**src/rtl/lenet_pkg.sv**
```systemverilog
`default_nettype none
// ============================================================================
// Module      : lenet_pkg
// Description : Shared defaults for the LeNet front-end blocks and the
//               helper that locates one window element inside a flattened
//               K x K x CH window vector.
// Revision    : 1.0 - initial release
// ============================================================================
package lenet_pkg;

    localparam int DATA_W_DEF = 8;
    localparam int CH_DEF     = 1;
    localparam int IMG_W_DEF  = 32;
    localparam int IMG_H_DEF  = 32;
    localparam int K_DEF      = 5;

    // Bit offset of element (r, c, ch) in a window: row-major over (r, c),
    // channels packed inside each pixel with channel 0 in the LSBs.
    function automatic int win_offset(input int r, input int c, input int ch,
                                      input int k, input int chn, input int dw);
        return ((r * k + c) * chn + ch) * dw;
    endfunction

endpackage
`default_nettype wire

```
**src/rtl/line_window_gen_line_delay.sv**
```systemverilog
`default_nettype none
// ============================================================================
// Module      : line_delay
// Description : Enable-gated shift line, DEPTH entries of WIDTH bits. The
//               output is the entry shifted in DEPTH enables ago, so with
//               DEPTH equal to the line width it yields the pixel one line up.
// Revision    : 1.0 - initial release
// ============================================================================
module line_delay #(
    parameter int DEPTH = 32,
    parameter int WIDTH = 8
) (
    input  logic             clk,
    input  logic             rst,
    input  logic             en,
    input  logic [WIDTH-1:0] din,
    output logic [WIDTH-1:0] dout
);

    logic [WIDTH-1:0] r_mem [DEPTH];

    // Shift the whole line by one entry on every enabled cycle.
    always_ff @(posedge clk or posedge rst) begin
        if (rst) begin
            for (int i = 0; i < DEPTH; i++) begin
                r_mem[i] <= '0;
            end
        end else if (en) begin
            r_mem[0] <= din;
            for (int i = 1; i < DEPTH; i++) begin
                r_mem[i] <= r_mem[i-1];
            end
        end
    end

    assign dout = r_mem[DEPTH-1];

endmodule
`default_nettype wire

```
**src/rtl/line_window_gen.sv**
```systemverilog
`default_nettype none
// ============================================================================
// Module      : line_window_gen
// Description : Sliding K x K x CH window generator for raster pixel
//               streams. Buffers K-1 lines, keeps a K x K window register
//               and emits every fully-populated window with its top-left
//               coordinate through a valid/ready output stage.
// Revision    : 1.0 - initial release
// ============================================================================
module line_window_gen
    import lenet_pkg::*;
#(
    parameter int DATA_W = DATA_W_DEF,
    parameter int CH     = CH_DEF,
    parameter int IMG_W  = IMG_W_DEF,
    parameter int IMG_H  = IMG_H_DEF,
    parameter int K      = K_DEF
) (
    input  logic                         clk,
    input  logic                         rst,
    input  logic                         in_valid,
    output logic                         in_ready,
    input  logic                         in_sof,
    input  logic [CH*DATA_W-1:0]         in_data,
    output logic                         out_valid,
    input  logic                         out_ready,
    output logic [K*K*CH*DATA_W-1:0]     out_data,
    output logic [$clog2(IMG_W)-1:0]     out_x,
    output logic [$clog2(IMG_H)-1:0]     out_y,
    output logic                         out_last
);

    localparam int PIX_W = CH * DATA_W;
    localparam int WIN_W = K * K * PIX_W;
    localparam int XW    = $clog2(IMG_W);
    localparam int YW    = $clog2(IMG_H);

    localparam logic [XW-1:0] c_x_last = XW'(IMG_W - 1);
    localparam logic [YW-1:0] c_y_last = YW'(IMG_H - 1);
    localparam logic [XW-1:0] c_x_win  = XW'(K - 1);
    localparam logic [YW-1:0] c_y_win  = YW'(K - 1);

    // r_x / r_y hold the position the next accepted pixel will occupy.
    logic [XW-1:0]    r_x;
    logic [YW-1:0]    r_y;
    logic [XW-1:0]    w_px;
    logic [YW-1:0]    w_py;
    logic [XW-1:0]    w_nx;
    logic [YW-1:0]    w_ny;
    logic             w_accept;
    logic             w_emit;
    logic             w_is_last;
    logic [WIN_W-1:0] r_win;
    logic [WIN_W-1:0] w_win_next;
    logic [PIX_W-1:0] w_tap [K];

    assign in_ready = !rst && (!out_valid || out_ready);
    assign w_accept = in_valid && in_ready;

    // Position of the pixel being offered and the position after it.
    always_comb begin
        w_px = in_sof ? '0 : r_x;
        w_py = in_sof ? '0 : r_y;
        w_nx = w_px + XW'(1);
        w_ny = w_py;
        if (w_px == c_x_last) begin
            w_nx = '0;
            w_ny = (w_py == c_y_last) ? '0 : w_py + YW'(1);
        end
    end

    assign w_emit    = w_accept && (w_px >= c_x_win) && (w_py >= c_y_win);
    assign w_is_last = (w_px == c_x_last) && (w_py == c_y_last);

    // Advance the raster position on every accepted pixel.
    always_ff @(posedge clk or posedge rst) begin
        if (rst) begin
            r_x <= '0;
            r_y <= '0;
        end else if (w_accept) begin
            r_x <= w_nx;
            r_y <= w_ny;
        end
    end

    // Tap 0 is the incoming pixel; tap j is the pixel j lines above it.
    assign w_tap[0] = in_data;

    for (genvar j = 1; j < K; j++) begin : g_line
        line_delay #(
            .DEPTH (IMG_W),
            .WIDTH (PIX_W)
        ) u_line_delay (
            .clk  (clk),
            .rst  (rst),
            .en   (w_accept),
            .din  (w_tap[j-1]),
            .dout (w_tap[j])
        );
    end

    // Next window: every column moves one step left, the rightmost column
    // is refilled from the taps with the newest line at the bottom row.
    for (genvar r = 0; r < K; r++) begin : g_row
        for (genvar c = 0; c < K; c++) begin : g_col
            localparam int OFF = win_offset(r, c, 0, K, CH, DATA_W);
            if (c < K - 1) begin : g_shift
                localparam int SRC = win_offset(r, c + 1, 0, K, CH, DATA_W);
                assign w_win_next[OFF +: PIX_W] = r_win[SRC +: PIX_W];
            end else begin : g_fill
                assign w_win_next[OFF +: PIX_W] = w_tap[K-1-r];
            end
        end
    end

    // Window register follows the stream only on accepted pixels.
    always_ff @(posedge clk or posedge rst) begin
        if (rst) begin
            r_win <= '0;
        end else if (w_accept) begin
            r_win <= w_win_next;
        end
    end

    // Output stage: load on emit, otherwise drop valid once consumed.
    always_ff @(posedge clk or posedge rst) begin
        if (rst) begin
            out_valid <= 1'b0;
            out_data  <= '0;
            out_x     <= '0;
            out_y     <= '0;
            out_last  <= 1'b0;
        end else if (w_emit) begin
            out_valid <= 1'b1;
            out_data  <= w_win_next;
            out_x     <= w_px - c_x_win;
            out_y     <= w_py - c_y_win;
            out_last  <= w_is_last;
        end else if (out_ready) begin
            out_valid <= 1'b0;
        end
    end

endmodule
`default_nettype wire

```
**config.mk**
```make
export PLATFORM = sky130hd
export DESIGN_NAME = line_window_gen
export DESIGN_NICKNAME = d
export VERILOG_FILES = /design/src/rtl/lenet_pkg.sv /design/src/rtl/line_window_gen_line_delay.sv /design/src/rtl/line_window_gen.sv
export SDC_FILE = /design/constraint.sdc
export NUM_CORES = 2
export LEC_CHECK = 0
export CORE_MARGIN = 2
export CORE_UTILIZATION = 54
export DETAILED_ROUTE_END_ITERATION = 7
export GPL_TIMING_DRIVEN = 0
export PLACE_DENSITY = 0.75
export SYNTH_ARGS = -nofsm -noshare
export SYNTH_HDL_FRONTEND = slang
export SYNTH_SLANG_ARGS = --single-unit
```
**constraint.sdc**
```tcl
create_clock -name clk -period 39.8 [get_ports clk]
set_input_delay 3.98 -clock clk [delete_from_list [all_inputs] [get_ports clk]]
set_output_delay 3.98 -clock clk [all_outputs]
set_load 0.02 [all_outputs]
```
# Word level (Yosys, flattened, before mapping)
# Index checks and enable logic that the tools add are counted.
[classes] n_mux=7 n_reduce_logical=9 addsub=4 magnitude_cmp=2 eq_ne=2
[op_table] operator="$mux 5" count=5
[op_table] operator="$add 5x1->5 const B" count=2
[op_table] operator="$eq 5x5->1 const B" count=2
[op_table] operator="$ge 5x3->1 const B" count=2
[op_table] operator="$sub 5x3->5 const B" count=2
[op_table] operator="$logic_and 1x1->1" count=5
[op_table] operator="$logic_not 1->1" count=2
[op_table] operator="$mux 1" count=2
[op_table] operator="$reduce_bool 2->1" count=1
[op_table] operator="$logic_or 1x1->1" count=1
[word_totals] elab_cells=160 out_inout_bits=213 register_bits=1446 in_bits=13

# Depth between registers and ports, before layout
[depth] depth_word=7 mapped_depth=11 depth_no_buf=9

# By module
# A second synthesis with hierarchy kept.
[hier_totals] cells_unflattened=3416 area_unflattened_um2=53999.3
[by_module_without_submodules] mod="line_delay" area_each_um2=9658.0 instances=4 cells_per_inst=549
[by_module_without_submodules] mod="line_window_gen" area_each_um2=15367.2 instances=1 cells_per_inst=1220

# Least setup slack after synthesis
# No wires, ideal clock.
[synth_timing] path_kind="in2out" from="in rst" to="out in_ready" arrival_ns=32.501 n_path_buf=0 path_slack_ns=3.319 cell_stages=2 path_cell_list="inv_1 > and2_1"
[synth_between] elab_chain_cells=2
[synth_lines] element="from (decl)" line_no="line_window_gen.sv:20" rtl="input logic rst,"
[synth_lines] element="$logic_not 1->1 (no source line)"
[synth_lines] element="$logic_and 1x1->1" line_no="line_window_gen.sv:57" rtl="assign in_ready = !rst && (!out_valid || out_ready);"
[synth_lines] element="to (decl)" line_no="line_window_gen.sv:22" rtl="output logic in_ready,"
# No other way between the ends.

# Worst setup path in the final report
# Same ends and word-level chain as after synthesis.

==> impl_results.md <==
- CP startpoint: rst
- Critical Path AT: 6.22 ns
- Min cycle time layout: 10.20 ns
- Crit path required time: 35.82 ns
- Synthesized instance count: approximately 5,000
- Dpl hpwl: ~73,000 µm
- P&R area growth vs syn: 17.5%
- Initial Util: between 50% and 60%
- Commonest cells post-synth: nand2_1, dfrtp_1, mux2_4
- Final Hold Vio Count: 0
- Combinational fraction of design power: 4.2%
- Max stage delay on crit path: 0.58 ns
- Cell leakage power: 32.6 nW
- Top cell family by delay on the critical path: buffers and inverters
- CP Capture Type: primary output
- Filler cell count: 6,917
- VDD IR-drop max: ~41 µV
- Die Y: between 300 and 400 µm
- Most common cell in the synthesized netlist: nand2_1
- DRC Markers: 0
- WHS Path Cells: 2
- Vias in the first global route: 33,990
- Min-delay src: g_line[3].u_line_delay.r_mem[150]$_DFFE_PP0P_
- Crit start category: input pin
- Gr usage total: 23.6%
- Setup_tns: 0 ns
- IO buf count: 225
- Yosys top cell by area: dfrtp_1
- Slowest cell on crit path: clkinvlp_4
- Clock Latency Late Sink: 0.72 ns
- Final worst-path cycle share: 25.6%
- RSZ-0062 raised after global routing: false
- Initial antenna violation count: 1
- Final Cell Area: roughly 0.057 mm²
- Post-synth EDFFs: 0
- Synth top area share: 65.6%
- Sequential share of the synthesized area: 65.6%
- # setup viols final: 0
- Crit-path cells: clkdlybuf4s50_1, clkinvlp_4, buf_12, and2_1, clkdlybuf4s50_1
- CTS Buf Count: around 120
- Clock share of power: 44.7%
- CTS Sinks: 1,278
- Die area: approximately 0.09 mm²
- Max-slew violation count: 0
- PD cells: between 40 and 50 mW/mm²
- Detailed Route WL: 107,000 µm
- # hold bufs at CTS: 0
- Synth unique cells: 30
- Switching part of the total power: between 20% and 30%
- Final Net Count: 5,411
- Ys flop type: dfrtp_1
- Fraction of layout cells with a size suffix above 1: 10.4%
- Vias: roughly 34,000
- Post-Syn Area: 0.0487 mm²
- First-pass GRT wire length: 177,000 µm
- Synth warnings: 0
- RR Startpoint: out_valid$_DFFE_PP0P_
- CTS Buffer Depth: 3
- Critical path class: in2out
- Core Footprint: around 0.09 mm²
- Hold endpoint: g_line[3].u_line_delay.r_mem[142]$_DFFE_PP0P_
- Vias per inst: between 5 and 6
- Yosys reg bits: approximately 1,300
- Outcome: complete, no violations
- Initial drt markers: 2,466
- Syn_nets: about 5,000
- Maxcap violations: 0
- Hold Path Class: reg2reg
- Resized Gates After CTS: 0
- Syn avg cell area: roughly 9.7 µm²
- Fin Clk Skew: 0.0284 ns
- Wire per inst: 16.0 µm
- DRT antenna net count: 0
- Drt pass-1 iters: 6
- Row cnt: 110
- Pwr Total: 0.00263 W
- Die Wd: 304 µm
- Worst-path fanout max: 40
- Util after Layout: a little under two thirds
- Async S/R FF share, synth: 100%
- Largest net degree at the start of global routing: 46
- CTS tree: built
- IO Count: between 200 and 250
- Worst reg-to-reg path cell count: 7
- Clock slew at reported path FFs: 0.06 ns
- Max Fclk: 98.0 MHz
- Placer Congestion: 0.813
- Post-DP Area: approximately 0.053 mm²
- Buf/Inv on CP: 4
- H-tree Lvls: 3
- Post-CTS Setup Inserts: 0
- Grt total ovfl: 0
- R2R Setup Slk: between 30 and 40 ns
- R2r endpoint: g_line[4].u_line_delay.r_mem[251]$_DFFE_PP0P_
- Most used cell along the critical path: clkdlybuf4s50_1
- Max transition margin: 33.1%
- Reported net switching power: between 0.0006 and 0.0007 W
- P_int: around 0.0020 W
- Sequential share of power: 51.1%
- Top post-synthesis cells by area: dfrtp_1, nand2_1, mux2_4
- Root Driver: clkbuf_16
- Worst-Margin Slew: 1.00 ns
-- layer usage --
layer / GRT usage (%) / routed length [µm] / vias up
met5: 0 / 0 / -
met4: 9.13 / 3930 / 0
met3: 4.19 / 5700 / 224
met2: 38.0 / 50100 / 752
met1: 32.2 / 46900 / 16729
li1: - / - / 16045
-- how the worst max path moves through the flow --
stage | end | slack [ns] | cells past startpoint
2_1_floorplan | in_ready | 11.42 | 2
5_1_grt | in_ready | 29.42 | 5
3_5_place_dp | in_ready | 29.57 | 5
3_3_place_gp | in_ready | 3.64 | 4
4_1_cts | in_ready | 29.55 | 5
6_report | in_ready | 29.60 | 5
-- area by class of cell --
class / count / area [µm²] / area share, %
clock inverter: 50 / 554 / 0.969
timing repair buffer: 259 / 2950 / 5.15
tap: 1176 / 1470 / 2.57
buffer: 263 / 1270 / 2.22
inverter: 13 / 52.6 / 0.0918
multi-input combinational: 3451 / 15400 / 27.0
clock buffer: 170 / 3520 / 6.16
sequential: 1278 / 32000 / 55.9
antenna: 1 / 2.50 / 0.00437
-- cells by family (layout without fill, tap and decap cells) --
logic type	count (synthesis)	after routing	share of synthesized area (%)
buf+inv	276	755	2.71
fa+ha+maj	11	11	0.282
xor+xnor	2	2	0.0360
simple gates	3209	3209	24.9
mux	210	210	6.19
other cells	0	1	0
flops	1278	1278	65.6
compound gates	19	19	0.277
-- worst register-to-register path, stage by stage, from the launching register on --
cell and delay [ns]:
dfrtp_1 0.39, nand2b_4 0.08, nand3_1 0.08, buf_2 0.49, clkbuf_1 0.71, clkbuf_1 0.75
nand2_1 0.15, nand2_1 0.11
-- flip-flops by register name (all words and copies together) (netlist names) --
name,cells
out_data,200
out_y,5
r_y,5
g_line.u_line_delay.r_mem,850
g_line.u_line_delay.dout,32
r_x,5
out_last,1
r_win,174
out_x,5
out_valid,1
-- placed cells by master (no fill, tap or decap), drive strengths merged --
| cell type | instances |
|---|---|
| diode | 1 |
| and3 | 2 |
| a21oi | 1 |
| mux2 | 207 |
| clkdlybuf4s50 | 225 |
| nor2 | 2 |
| nand2 | 3182 |
| clkinvlp | 7 |
| mux2i | 3 |
| a32oi | 2 |
| bufinv | 9 |
| o21ai | 8 |
| buf | 163 |
| a32o | 4 |
| and2 | 3 |
| inv | 17 |
| o2bb2ai | 1 |
| nand2b | 7 |
| o31ai | 2 |
| clkbuf | 304 |
| nand3 | 4 |
| ha | 11 |
| and4 | 1 |
| nor3 | 2 |
| dfrtp | 1278 |
| a22o | 1 |
| xnor2 | 2 |
| nor2b | 6 |
| clkinv | 30 |
-- per-stage QoR --
step                setup WS (ns)  cells  hold slack [ns]
finish                      29.60   6661            0.448
global route                29.42   6660            0.469
CTS                         29.55   6660            0.446
detailed placement          29.57   6440            0.448
global placement             3.64   6406            0.444
floorplan                   11.42   5005            0.439
-- power groups by stage --
stage / logic [W] / registers (W) / clock network (W)
2_1_floorplan: 0.0000722 / 0.00137 / 0
4_1_cts: 0.000112 / 0.00134 / 0.00119
3_3_place_gp: 0.0000998 / 0.00137 / 0
5_1_grt: 0.000126 / 0.00135 / 0.00124
6_report: 0.000110 / 0.00134 / 0.00117
3_5_place_dp: 0.000111 / 0.00137 / 0
Power figures use the tool's default switching activity.
